`src/rtl/mext_pkg.sv`:
```
// rtl/mext_pkg.sv - shared types and constants for the RV32M execute-stage sequencer
package mext_pkg;

    typedef enum logic [2:0] {
        OP_MUL    = 3'd0,
        OP_MULH   = 3'd1,
        OP_MULHSU = 3'd2,
        OP_MULHU  = 3'd3,
        OP_DIV    = 3'd4,
        OP_DIVU   = 3'd5,
        OP_REM    = 3'd6,
        OP_REMU   = 3'd7
    } mext_op_e;

    typedef enum logic [2:0] {
        ST_IDLE   = 3'd0,
        ST_LAUNCH = 3'd1,
        ST_WAIT   = 3'd2,
        ST_FIXUP  = 3'd3,
        ST_DONE   = 3'd4
    } mext_state_e;

    localparam logic [31:0] DIV_ZERO_Q = 32'hFFFF_FFFF;
    localparam logic [31:0] INT_MIN    = 32'h8000_0000;

    function automatic logic is_div_op(input mext_op_e op);
        return op[2];
    endfunction

endpackage

```
`src/rtl/mext_if.sv`:
```
// rtl/mext_if.sv - start/done handshake between the sequencer and the iterative mul/div core
interface mext_if #(
    parameter int XLEN = 32
);
    logic              core_start;
    logic              core_abort;
    logic              core_is_div;
    logic [XLEN-1:0]   core_a;
    logic [XLEN-1:0]   core_b;
    logic              core_done;
    logic [2*XLEN-1:0] core_prod;
    logic [XLEN-1:0]   core_quot;
    logic [XLEN-1:0]   core_rem;

    modport master (
        output core_start, core_abort, core_is_div, core_a, core_b,
        input  core_done, core_prod, core_quot, core_rem
    );

    modport slave (
        input  core_start, core_abort, core_is_div, core_a, core_b,
        output core_done, core_prod, core_quot, core_rem
    );
endinterface

```
`src/rtl/mext_sign_fixup.sv`:
```
// rtl/mext_sign_fixup.sv - operand magnitudes, special-case detection and result sign fix-up
module mext_sign_fixup
    import mext_pkg::*;
#(
    parameter int XLEN        = 32,
    parameter bit ZERO_BYPASS = 1'b1
) (
    input  mext_op_e          op,
    input  logic [XLEN-1:0]   a,
    input  logic [XLEN-1:0]   b,
    output logic [XLEN-1:0]   mag_a,
    output logic [XLEN-1:0]   mag_b,
    output logic              sign_a,
    output logic              sign_b,
    output logic              special,
    output logic [XLEN-1:0]   special_res,
    input  mext_op_e          fix_op,
    input  logic              fix_sign_a,
    input  logic              fix_sign_b,
    input  logic [2*XLEN-1:0] prod,
    input  logic [XLEN-1:0]   quot,
    input  logic [XLEN-1:0]   rem,
    output logic [XLEN-1:0]   fixed_res
);

    localparam logic [XLEN-1:0] ALL_ONES = '1;
    localparam logic [XLEN-1:0] MIN_NEG  = {1'b1, {(XLEN-1){1'b0}}};

    logic              a_signed;
    logic              b_signed;
    logic [2*XLEN-1:0] prod_s;

    always_comb begin
        a_signed    = op inside {OP_MUL, OP_MULH, OP_MULHSU, OP_DIV, OP_REM};
        b_signed    = op inside {OP_MUL, OP_MULH, OP_DIV, OP_REM};
        sign_a      = a_signed & a[XLEN-1];
        sign_b      = b_signed & b[XLEN-1];
        // MIN_NEG negates to itself, which is the correct unsigned magnitude
        mag_a       = sign_a ? -a : a;
        mag_b       = sign_b ? -b : b;
        special     = 1'b0;
        special_res = '0;
        if (is_div_op(op)) begin
            if (b == '0) begin
                special     = 1'b1;
                special_res = op[1] ? a : ALL_ONES;
            end else if (b_signed && a == MIN_NEG && b == ALL_ONES) begin
                special     = 1'b1;
                special_res = op[1] ? '0 : MIN_NEG;
            end
        end else if (ZERO_BYPASS && (a == '0 || b == '0)) begin
            special = 1'b1;
        end
    end

    always_comb begin
        prod_s    = (fix_sign_a ^ fix_sign_b) ? -prod : prod;
        fixed_res = '0;
        if (!fix_op[2]) begin
            fixed_res = (fix_op == OP_MUL) ? prod_s[XLEN-1:0] : prod_s[2*XLEN-1:XLEN];
        end else if (!fix_op[1]) begin
            fixed_res = (fix_sign_a ^ fix_sign_b) ? -quot : quot;
        end else begin
            fixed_res = fix_sign_a ? -rem : rem;
        end
    end

endmodule

```
`src/rtl/mext_sequencer.sv`:
```
// rtl/mext_sequencer.sv - EX-stage controller sequencing one RV32M op through the shared mul/div core
module mext_sequencer
    import mext_pkg::*;
#(
    parameter int XLEN        = 32,
    parameter bit ZERO_BYPASS = 1'b1
) (
    input  logic            clk,
    input  logic            rst,
    input  logic            req_valid,
    input  logic [2:0]      req_op,
    input  logic [XLEN-1:0] req_a,
    input  logic [XLEN-1:0] req_b,
    input  logic            flush,
    output logic            stall_o,
    output logic            res_valid,
    output logic [XLEN-1:0] res_o,
    mext_if.master          core
);

    mext_state_e       state, next_state;
    mext_op_e          op_q;
    logic              sign_a_q, sign_b_q, special_q;
    logic [XLEN-1:0]   a_mag_q, b_mag_q, special_res_q, res_q;
    logic [2*XLEN-1:0] prod_q;
    logic [XLEN-1:0]   quot_q, rem_q;

    logic              accept;
    logic [XLEN-1:0]   cap_mag_a, cap_mag_b, cap_special_res, fixed_res;
    logic              cap_sign_a, cap_sign_b, cap_special;

    mext_sign_fixup #(
        .XLEN        (XLEN),
        .ZERO_BYPASS (ZERO_BYPASS)
    ) u_sign_fixup (
        .op          (mext_op_e'(req_op)),
        .a           (req_a),
        .b           (req_b),
        .mag_a       (cap_mag_a),
        .mag_b       (cap_mag_b),
        .sign_a      (cap_sign_a),
        .sign_b      (cap_sign_b),
        .special     (cap_special),
        .special_res (cap_special_res),
        .fix_op      (op_q),
        .fix_sign_a  (sign_a_q),
        .fix_sign_b  (sign_b_q),
        .prod        (prod_q),
        .quot        (quot_q),
        .rem         (rem_q),
        .fixed_res   (fixed_res)
    );

    assign accept           = (state == ST_IDLE) && req_valid && !flush;
    assign res_o            = res_q;
    assign core.core_a      = a_mag_q;
    assign core.core_b      = b_mag_q;
    assign core.core_is_div = is_div_op(op_q);

    always_ff @(posedge clk) begin
        if (rst) begin
            state <= ST_IDLE;
        end else begin
            state <= next_state;
        end
    end

    always_comb begin
        next_state      = state;
        stall_o         = 1'b0;
        res_valid       = 1'b0;
        core.core_start = 1'b0;
        core.core_abort = 1'b0;
        case (state)
            ST_IDLE: begin
                if (accept) begin
                    stall_o    = 1'b1;
                    next_state = cap_special ? ST_FIXUP : ST_LAUNCH;
                end
            end
            ST_LAUNCH: begin
                stall_o = 1'b1;
                if (flush) begin
                    core.core_abort = 1'b1;
                    next_state      = ST_IDLE;
                end else begin
                    core.core_start = 1'b1;
                    next_state      = ST_WAIT;
                end
            end
            ST_WAIT: begin
                stall_o = 1'b1;
                if (flush) begin
                    core.core_abort = 1'b1;
                    next_state      = ST_IDLE;
                end else if (core.core_done) begin
                    next_state = ST_FIXUP;
                end
            end
            ST_FIXUP: begin
                stall_o    = 1'b1;
                next_state = flush ? ST_IDLE : ST_DONE;
            end
            ST_DONE: begin
                res_valid  = !flush;
                next_state = ST_IDLE;
            end
            default: next_state = ST_IDLE;
        endcase
    end

    always_ff @(posedge clk) begin
        if (rst) begin
            op_q          <= OP_MUL;
            sign_a_q      <= 1'b0;
            sign_b_q      <= 1'b0;
            special_q     <= 1'b0;
            a_mag_q       <= '0;
            b_mag_q       <= '0;
            special_res_q <= '0;
            prod_q        <= '0;
            quot_q        <= '0;
            rem_q         <= '0;
            res_q         <= '0;
        end else begin
            if (accept) begin
                op_q          <= mext_op_e'(req_op);
                sign_a_q      <= cap_sign_a;
                sign_b_q      <= cap_sign_b;
                special_q     <= cap_special;
                a_mag_q       <= cap_mag_a;
                b_mag_q       <= cap_mag_b;
                special_res_q <= cap_special_res;
            end
            if (state == ST_WAIT && core.core_done && !flush) begin
                prod_q <= core.core_prod;
                quot_q <= core.core_quot;
                rem_q  <= core.core_rem;
            end
            if (state == ST_FIXUP && !flush) begin
                res_q <= special_q ? special_res_q : fixed_res;
            end
        end
    end

endmodule

```
`src/flat_wrapper.sv`:
```
// flat-port wrapper written by rule: the top's interface ports become plain ports
module mext_sequencer_flat import mext_pkg::*;
#(
    parameter int XLEN        = 32,
    parameter bit ZERO_BYPASS = 1'b1
)
  (clk, rst, req_valid, req_op, req_a, req_b, flush, stall_o, res_valid, res_o, core_core_start, core_core_abort, core_core_is_div, core_core_a, core_core_b, core_core_done, core_core_prod, core_core_quot, core_core_rem);
  mext_if #(.XLEN(XLEN)) core_i ();
  input  logic clk;
  input  logic rst;
  input  logic req_valid;
  input  logic [2:0] req_op;
  input  logic [XLEN-1:0] req_a;
  input  logic [XLEN-1:0] req_b;
  input  logic flush;
  output logic stall_o;
  output logic res_valid;
  output logic [XLEN-1:0] res_o;
  output wire logic [$bits(core_i.core_start)-1:0] core_core_start;
  output wire logic [$bits(core_i.core_abort)-1:0] core_core_abort;
  output wire logic [$bits(core_i.core_is_div)-1:0] core_core_is_div;
  output wire logic [$bits(core_i.core_a)-1:0] core_core_a;
  output wire logic [$bits(core_i.core_b)-1:0] core_core_b;
  input wire logic [$bits(core_i.core_done)-1:0] core_core_done;
  input wire logic [$bits(core_i.core_prod)-1:0] core_core_prod;
  input wire logic [$bits(core_i.core_quot)-1:0] core_core_quot;
  input wire logic [$bits(core_i.core_rem)-1:0] core_core_rem;
  assign core_core_start = core_i.core_start;
  assign core_core_abort = core_i.core_abort;
  assign core_core_is_div = core_i.core_is_div;
  assign core_core_a = core_i.core_a;
  assign core_core_b = core_i.core_b;
  assign core_i.core_done = core_core_done;
  assign core_i.core_prod = core_core_prod;
  assign core_i.core_quot = core_core_quot;
  assign core_i.core_rem = core_core_rem;
  mext_sequencer #(.XLEN(XLEN), .ZERO_BYPASS(ZERO_BYPASS)) u_core (.clk(clk), .rst(rst), .req_valid(req_valid), .req_op(req_op), .req_a(req_a), .req_b(req_b), .flush(flush), .stall_o(stall_o), .res_valid(res_valid), .res_o(res_o), .core(core_i));
endmodule
```
`config.mk`:
```
export PLATFORM = sky130hd
export DESIGN_NAME = mext_sequencer_flat
export DESIGN_NICKNAME = d
export VERILOG_FILES = /design/src/rtl/mext_pkg.sv /design/src/rtl/mext_if.sv /design/src/rtl/mext_sign_fixup.sv /design/src/rtl/mext_sequencer.sv /design/src/flat_wrapper.sv
export SDC_FILE = /design/constraint.sdc
export NUM_CORES = 1
export LEC_CHECK = 0
export CAP_MARGIN = 20
export CORE_MARGIN = 2
export CORE_UTILIZATION = 55
export DETAILED_ROUTE_END_ITERATION = 8
export HOLD_SLACK_MARGIN = 0.1
export PLACE_DENSITY = 0.82
export SYNTH_ARGS = -nofsm -noshare
export SYNTH_HDL_FRONTEND = slang
export SYNTH_HIERARCHICAL = 1
export SYNTH_SLANG_ARGS = --single-unit
```
`constraint.sdc`:
```
create_clock -name clk -period 3.39 [get_ports clk]
set_input_delay 1.017 -clock clk [delete_from_list [all_inputs] [get_ports clk]]
set_output_delay 1.017 -clock clk [all_outputs]
set_load 0.03 [all_outputs]
```
* Word level (Yosys, flattened, before mapping)
Cells that the tools add are included.
Storage, ports and cells: bits in read-only memories 0, bits in latches 0, input bits 200, word-level logic and storage cells 83, register bits after elaboration 265, output and inout port bits 101, memories 0, bits in writable memories 0
Cells by class: order comparisons 0, $mul 0, eq/ne operators 12, add/subtract/negate cells 5, muxes and demuxes 32, shifts and indexed selects 0, reduce and logical (&&, ||, !) cells 19, divide/modulo/power cells 0, bitwise gates (word level) 3
Operators with widths (count):
- 32-bit 2-to-1 mux | 13
- 32-bit negation | 4
- 32-bit == test (second input constant) | 2
- 32-bit zero test | 2
- 64-bit 2-to-1 mux | 1
- 64-bit negation | 1
- 3-bit 2-to-1 mux | 4
- 3-bit one-hot mux with 4 select lines | 1
- 1-bit 2-to-1 mux | 10
- 3-bit by 2-bit == test with 1-bit output (second input constant) | 3
- 3-bit == test (second input constant) | 3
- 3-bit zero test | 3
- 1-bit logical AND | 7
- 3-bit by 1-bit == test with 1-bit output (second input constant) | 2
- 5-bit nonzero test | 1
- 2-bit 2-to-1 mux | 2
- 4-bit nonzero test | 1
- 3-bit != test (second input constant) | 1
- 3-bit OR reduction | 1
- 1-bit bitwise AND | 2
- 2-bit by 1-bit != test with 1-bit output (second input constant) | 1
- 1-bit one-hot mux with 2 select lines | 1
- 2-bit AND reduction | 1
- 2-bit OR reduction | 1
- 3 further kinds | 3

* Longest topological paths before layout
depth after elaboration 10, depth in mapped cells 11, mapped depth without buffers 11

* Modules after synthesis
Netlist, hierarchy kept.
Modules (own cells, without submodules):
- mext_sequencer | times used 1, cells an instance 1166, seq. area each 5305.1 µm², area each 12039.0 µm²
- mext_sign_fixup | times used 1, cells an instance 934, seq. area each 0.0 µm², area each 5953.2 µm²

* Worst setup path before layout
No wires, ideal clock.
kind input-to-output, start point input flush, end point output core_core_start, data required time 2373 ps, data arrival time 2057 ps, stages 1, path slack 316 ps, path through nor4b_1
On the way: cells in the longest elaborated chain, start to end 2
RTL lines:
- start: declaration | line flat_wrapper.sv:15 | input logic flush;
- 1-bit 2-to-1 mux | line mext_sequencer.sv:83 | if (flush) begin
- 1-bit 2-to-1 mux | line mext_sequencer.sv:74 | case (state)
- end: declaration | line flat_wrapper.sv:19 | output wire logic [$bits(core_i.core_start)-1:0] core_core_start;
No other way between the ends.

* Worst setup path after layout
start point input flush, end point output stall_o
On the way: cells in the longest elaborated chain, start to end 4
RTL lines:
- 1-bit zero test | line mext_sequencer.sv:54 | assign accept = (state == ST_IDLE) && req_valid && !flush;
- 1-bit logical AND | line mext_sequencer.sv:54
- 1-bit 2-to-1 mux | line mext_sequencer.sv:76 | if (accept) begin
- 1-bit one-hot mux with 2 select lines | line mext_sequencer.sv:74
- end: declaration | line flat_wrapper.sv:16 | output logic stall_o;
No other way between the ends.

==> flow_summary.ini <==
[job]
max_cap_viol_count = 0

[setup_path]
worst_setup_path_start_kind = input pin
critPathCaptureType = output port
crit_path_max_fanout = 2
worstPathArrival_ns = 2.26
path_class = in -> out
setup.worst_path.start = flush
cp.required_ns = 2.37
rr_startpoint = u_core/quot_q[4]$_SDFFE_PP0P_
r2r_setup_slack_ns = 0.19

[placement]
placed_cell_area_um2 = 21800
port_buffers = 300
place_inst = 2831
place_congestion = 1.01
dpl.hpwl_mm = 43.3
pre_cts_ws_ns = -0.354

[sta]
period_share_pct = 96.8
clock_skew_ns = 0.0174
hold_violations = 0
fin_ws_ns = 0.109
rsz0062_at_grt = no
timing.fmax_ghz = 0.305
min_period_ns = 3.28
maxSlewHeadroom_pct = 26.6
tns_ns = 0
worst_pin_slew_ns = 1.10
setup_violations = 0
slew_viol_final = 0

[synthesis]
synthTopCellsByArea = dfxtp_1 (29%), nand2b_1 (16%), mux2i_1 (15%)
synth_top_cell_area_share_pct = 29.5
syn_avg_cell_area_um2 = 8.57
yosys.area.top_type = dfxtp_1
yosysUniqueCellTypes = 81
ys_warn_count = 6
synth_edf_count = 0
seq_area_frac_synth_pct = 29.5
ys.flop_type = dfxtp_1
syn_inst = 2100
netlist_area_um2 = 18000
ys_seq_elements = 265
async_flop_share_pct = 0
syn_nets = 2306

[finish]
multi_input_area_um2 = 11600
layout.nets = 2626
area_growth_pct = 27.0
seqCellArea_um2 = 5310
fillers = 2461
finalNonFillerCells = 2882
postLayoutCellArea_um2 = 22800
drive_above_1_share_pct = 9.43

[global_route]
grt_max_degree = 121
antenna_found_initial = 1
grt-ovfl-total = 0
grt_pass1_vias = 16200
grt_pass1_wl_mm = 88.1
grtUsageTotal_pct = 32.6

[clock_network]
clock_latency_ns = 0.55
clock_path_buffers = 3
htreeDepth = 1
tritoncts = yes
path_clk_slew_ns = 0.06
cts-root-buf = clkbuf_16
cts.hold.buffers_added = 0
clock-sinks = 265
numCtsBuffers = 29

[drt]
drt_first_pass_iters = 6
drt-total-wl_mm = 57.9
drc = 0
via_count = 16900
drt_iter0_drc = 1716
antenna_left = 0
vias_per_cell = 5.87
wl_per_cell_um = 20.1

[floorplan]
start_util_pct = 55.6
fp.dieW_um = 185
dieArea_um2 = 34200
pin_count = 301
placementRows = 66
core_um2 = 32400
die_y_um = 185

[power_and_ir_drop]
powerDensity_nw_per_um2 = 360
peakVddDrop_mv = 0.376
total_leakage_power_nw = 8.30

[status]
status = finished clean

[worst_hold_path]
hp-start = u_core/core.core_b[19]$_SDFFE_PP0P_
hold_class = reg -> reg
## report_power, final
part	internal (W)	switching, W	leakage (nW)
clock network	0.00207	0.00131	0.488
logic	0.000779	0.000845	5.67
registers	0.00318	0.0000576	2.14
## registers in the layout, summed over array words and instances (netlist names)
register and count:
u_core/special_q 1, u_core/state 3, u_core/sign_b_q 1, u_core/quot_q 32, u_core/op_q 3, u_core/core.core_a 32, u_core/res_o 32, u_core/rem_q 32
u_core/core.core_b 32, u_core/special_res_q 32, u_core/sign_a_q 1, u_core/prod_q 64
## logic make-up (layout without fill, tap and decap cells)
| kind of cell | after synthesis | after routing | share of synthesized area [%] |
|---|---|---|---|
| and+or+nand+nor | 871 | 871 | 28.3 |
| DFF | 265 | 265 | 29.5 |
| adders and majority gates | 6 | 6 | 0.417 |
| AOI/OAI and AO/OA | 323 | 323 | 12.5 |
| xor gates and xnor gates | 157 | 157 | 7.64 |
| buffers and inverters | 203 | 542 | 6.35 |
| muxes | 275 | 275 | 15.3 |
| other | 0 | 1 | 0 |
## cell usage in the layout, fill, tap and decap left out, types with 29 or more instances in the layout
cell type / n
nand2b_1: 471
clkdlybuf4s50_1: 295
mux2i_1: 274
dfxtp_1: 264
buf_4: 130
nor2_1: 109
xnor2_1: 97
a21oi_1: 72
xor2_1: 58
nand2_1: 57
inv_1: 53
nor3_1: 48
o21ai_0: 43
a211oi_1: 39
nor4_1: 38
clkbuf_16: 29
o31ai_1: 29
a31oi_1: 29
## final cells by class
type	count	area share [%]
well taps	442	2.42
clock inverters	11	0.822
flip-flops and latches	265	23.2
clock buffers	39	3.60
repair buffers	438	18.3
multi-input cells	1632	50.8
diodes	1	0.0110
inverters	54	0.887
## synth_stat cells, types with 5 or more instances
library cell	instances
a211o_1	7
a211oi_1	40
a21oi_1	72
a31oi_1	29
a41oi_1	10
and2_1	6
and3_1	9
buf_12	11
buf_2	14
buf_4	6
buf_6	5
buf_8	11
clkbuf_1	100
dfxtp_1	265
ha_1	6
inv_1	53
mux2i_1	274
nand2_1	57
nand2b_1	471
nand3_1	16
nand3b_1	5
nand4_1	28
nor2_1	110
nor3_1	49
nor4_1	39
nor4_2	6
nor4b_1	5
o211ai_1	6
o21ai_0	43
o21ai_1	8
o221ai_1	7
o22ai_1	14
o31ai_1	29
o41ai_1	14
or2_2	5
or3_1	20
or4_1	17
xnor2_1	98
xor2_1	59
## metrics by stage
stage	hold WS, ns	total power (W)	utilization, %
5_1_grt	0.484	0.00849	70.6
4_1_cts	0.475	0.00825	70.5
6_report	0.473	0.00824	70.6
3_3_place_gp	0.458	0.00487	67.4
2_1_floorplan	0.447	0.00419	-
3_5_place_dp	0.464	0.00489	67.4
## path summary, 6_finish.rpt
check | depth (start not counted) | endpoint
worst max-delay path | 5 | stall_o
worst min-delay path | 2 | u_core/core.core_b[19]$_SDFFE_PP0P_
worst max register to register | 7 | u_core/res_o[21]$_SDFFE_PP0P_
worst min register to register | 2 | u_core/core.core_b[19]$_SDFFE_PP0P_
## routing by layer
layer	vias to the layer above	global-route usage [%]	routed length (um)	share of wire, %
met5	-	0	0	0
met1	8034	42.8	24800	43
met2	731	53.4	26500	46
met3	141	5.98	4370	7.5
met4	0	11.7	2320	4.0
li1	8019	-	-	-
## worst max-delay path, stage by stage
cell             delay, ns
clkdlybuf4s50_1       0.48
inv_1                 0.06
a211oi_1              0.28
nor2_1                0.07
dlygate4sd2_1         0.36
## repair_timing
action                     CTS  global route
setup buffers                0             0
gates resized for setup      1             5
setup endpoints to repair    1             2
pin swaps                    0             1
No activity file was read; power rests on OpenSTA's default activity.
==> edit, RTL diff (config.mk and constraints unchanged) <==
Make the reset (`rst`) asynchronous in 2 clocked blocks.
--- a/src/rtl/mext_sequencer.sv
+++ b/src/rtl/mext_sequencer.sv
@@ -58,5 +58,5 @@
     assign core.core_is_div = is_div_op(op_q);
 
-    always_ff @(posedge clk) begin
+    always_ff @(posedge clk or posedge rst) begin
         if (rst) begin
             state <= ST_IDLE;
@@ -110,5 +110,5 @@
     end
 
-    always_ff @(posedge clk) begin
+    always_ff @(posedge clk or posedge rst) begin
         if (rst) begin
             op_q          <= OP_MUL;
Function: differs if rst is asserted again (counterexample within 4 cycles, from zero or initial values and one cycle with rst high); with rst held inactive, the same outputs for 4 cycles.
==> edit against the unedited design <==
- die area decreased by 4.8%
- setup slack improved by 0.062 ns
- non-clock buffer count is 12 higher
- highest routed layer is now met5
- design area fell by 2.8%
- synthesized cell count is 25% lower
- fmax grew 1.9%
- area after synthesis fell by 4.9%
- sequential cell count stayed put
- wire length decreased by 2.8%
- global-route usage grew 1.4 points
Power is not compared: it rests on default switching activity, and its combinational part moved more than twofold at a synthesized area within 25%.
==> edit: results (changes against the unedited design) <==
[grt]
grt_first_pass_wirelength_um = 87800  ; was 88100 um
grt_max_degree = 84  ; was 121
grtUsageMet2_pct = 53.5  ; was 53.4%
use_met3_pct = 6.08  ; was 5.98%
grt_usage_pct = 34.0  ; was 32.6%
grt_antenna_before_repair = 4  ; was 1

[place]
post-place-ws_ns = -0.314  ; was -0.354 ns
place_area_um2 = 21200  ; was 21800 um^2
dp.cells = 2335  ; was 2831
gp_routability_congestion = 0.985  ; was 1.01
dp_hpwl_um = 42500  ; was 43300 um

[critical_path]
crit_family = simple AND/OR/NAND/NOR gates  ; was buffers and inverters
arrival_ns = 3.68  ; was 2.26 ns
ff2ff_path_depth = 11  ; was 7
critPathMaxFanout = 7  ; was 2

[logic_synthesis]
synthArstFlopShare_pct = 100  ; was 0%
syn_nets = 1787  ; was 2306
synth_xor_xnor_area_share_pct = 8.04  ; was 7.64%
synthTopCellsByArea = dfrtp_1 (39%), mux2_4 (18%), xnor2_1 (5.0%), a21oi_1 (3.1%), xor2_1 (3.0%)  ; was dfxtp_1 (29%), nand2b_1 (16%), mux2i_1 (15%), xnor2_1 (4.8%), xor2_1 (2.9%)

[run_status]
status = finished clean  ; unchanged

[worst_hold_path]
hold_depth = 1  ; was 2

[layout]
fill_cells = 2071  ; was 2461
drive_gt1_share_pct = 23.2  ; was 9.43%

[route]
post_drt_wl_per_cell_um = 23.6  ; was 20.1 um
dr.pass1.iters = 5  ; was 6
route.met2.wl_um = 25600  ; was 26500 um
via_per_inst = 6.20  ; was 5.87
routed.top_layer = met5  ; was met4

[clock_network]
cts_resized = 0  ; was 1

[sta]
finClkSkew_ns = 0.0179  ; was 0.0174 ns

## edit: cell types whose count changed after synthesis, moves of 11 or more
cell,delta
buf_8,-11
a21oi_1,+33
mux2_2,+30
mux2_4,+200
dfxtp_1,-265
a211oi_1,-29
clkbuf_1,-50
mux2i_1,-230
nand2b_1,-458
dfrtp_1,+265
## edit: path summary, 6_finish.rpt
path | from | endpoint | slack, ns
setup / recovery | u_core/prod_q[0]$_DFFE_PP0P_ | u_core/res_o[24]$_DFFE_PP0P_ | 0.17
hold / removal | u_core/core.core_b[20]$_DFFE_PP0P_ | u_core/core.core_b[20]$_DFFE_PP0P_ | 0.51
setup reg to reg | u_core/prod_q[0]$_DFFE_PP0P_ | u_core/res_o[24]$_DFFE_PP0P_ | 0.17
hold reg to reg | u_core/core.core_b[20]$_DFFE_PP0P_ | u_core/core.core_b[20]$_DFFE_PP0P_ | 0.51
max in group asynchronous | rst | u_core/quot_q[7]$_DFFE_PP0P_ | 1.76
min in group asynchronous | rst | u_core/special_res_q[8]$_DFFE_PP0P_ | 0.83
## edit: power groups by stage
stage / registers [mW] / clock network, mW / logic [mW]
CTS: 5.61 / 3.25 / 8.36
detailed placement: 5.63 / 0 / 8.29
global placement: 5.59 / 0 / 8.18
floorplan: 6.01 / 0 / 4.40
global route: 5.80 / 3.39 / 8.93
finish: 5.66 / 3.19 / 8.50
## edit: final cells by class
| class | instances | area [um^2] | area share (%) |
|---|---|---|---|
| multi-input combinational | 1170 | 9640 | 43.4 |
| sequential | 265 | 6630 | 29.9 |
| timing repair buffer | 450 | 4270 | 19.2 |
| clock buffer | 41 | 811 | 3.65 |
| tap | 396 | 495 | 2.23 |
| inverter | 54 | 206 | 0.930 |
| clock inverter | 10 | 146 | 0.659 |
| antenna | 3 | 7.51 | 0.0338 |
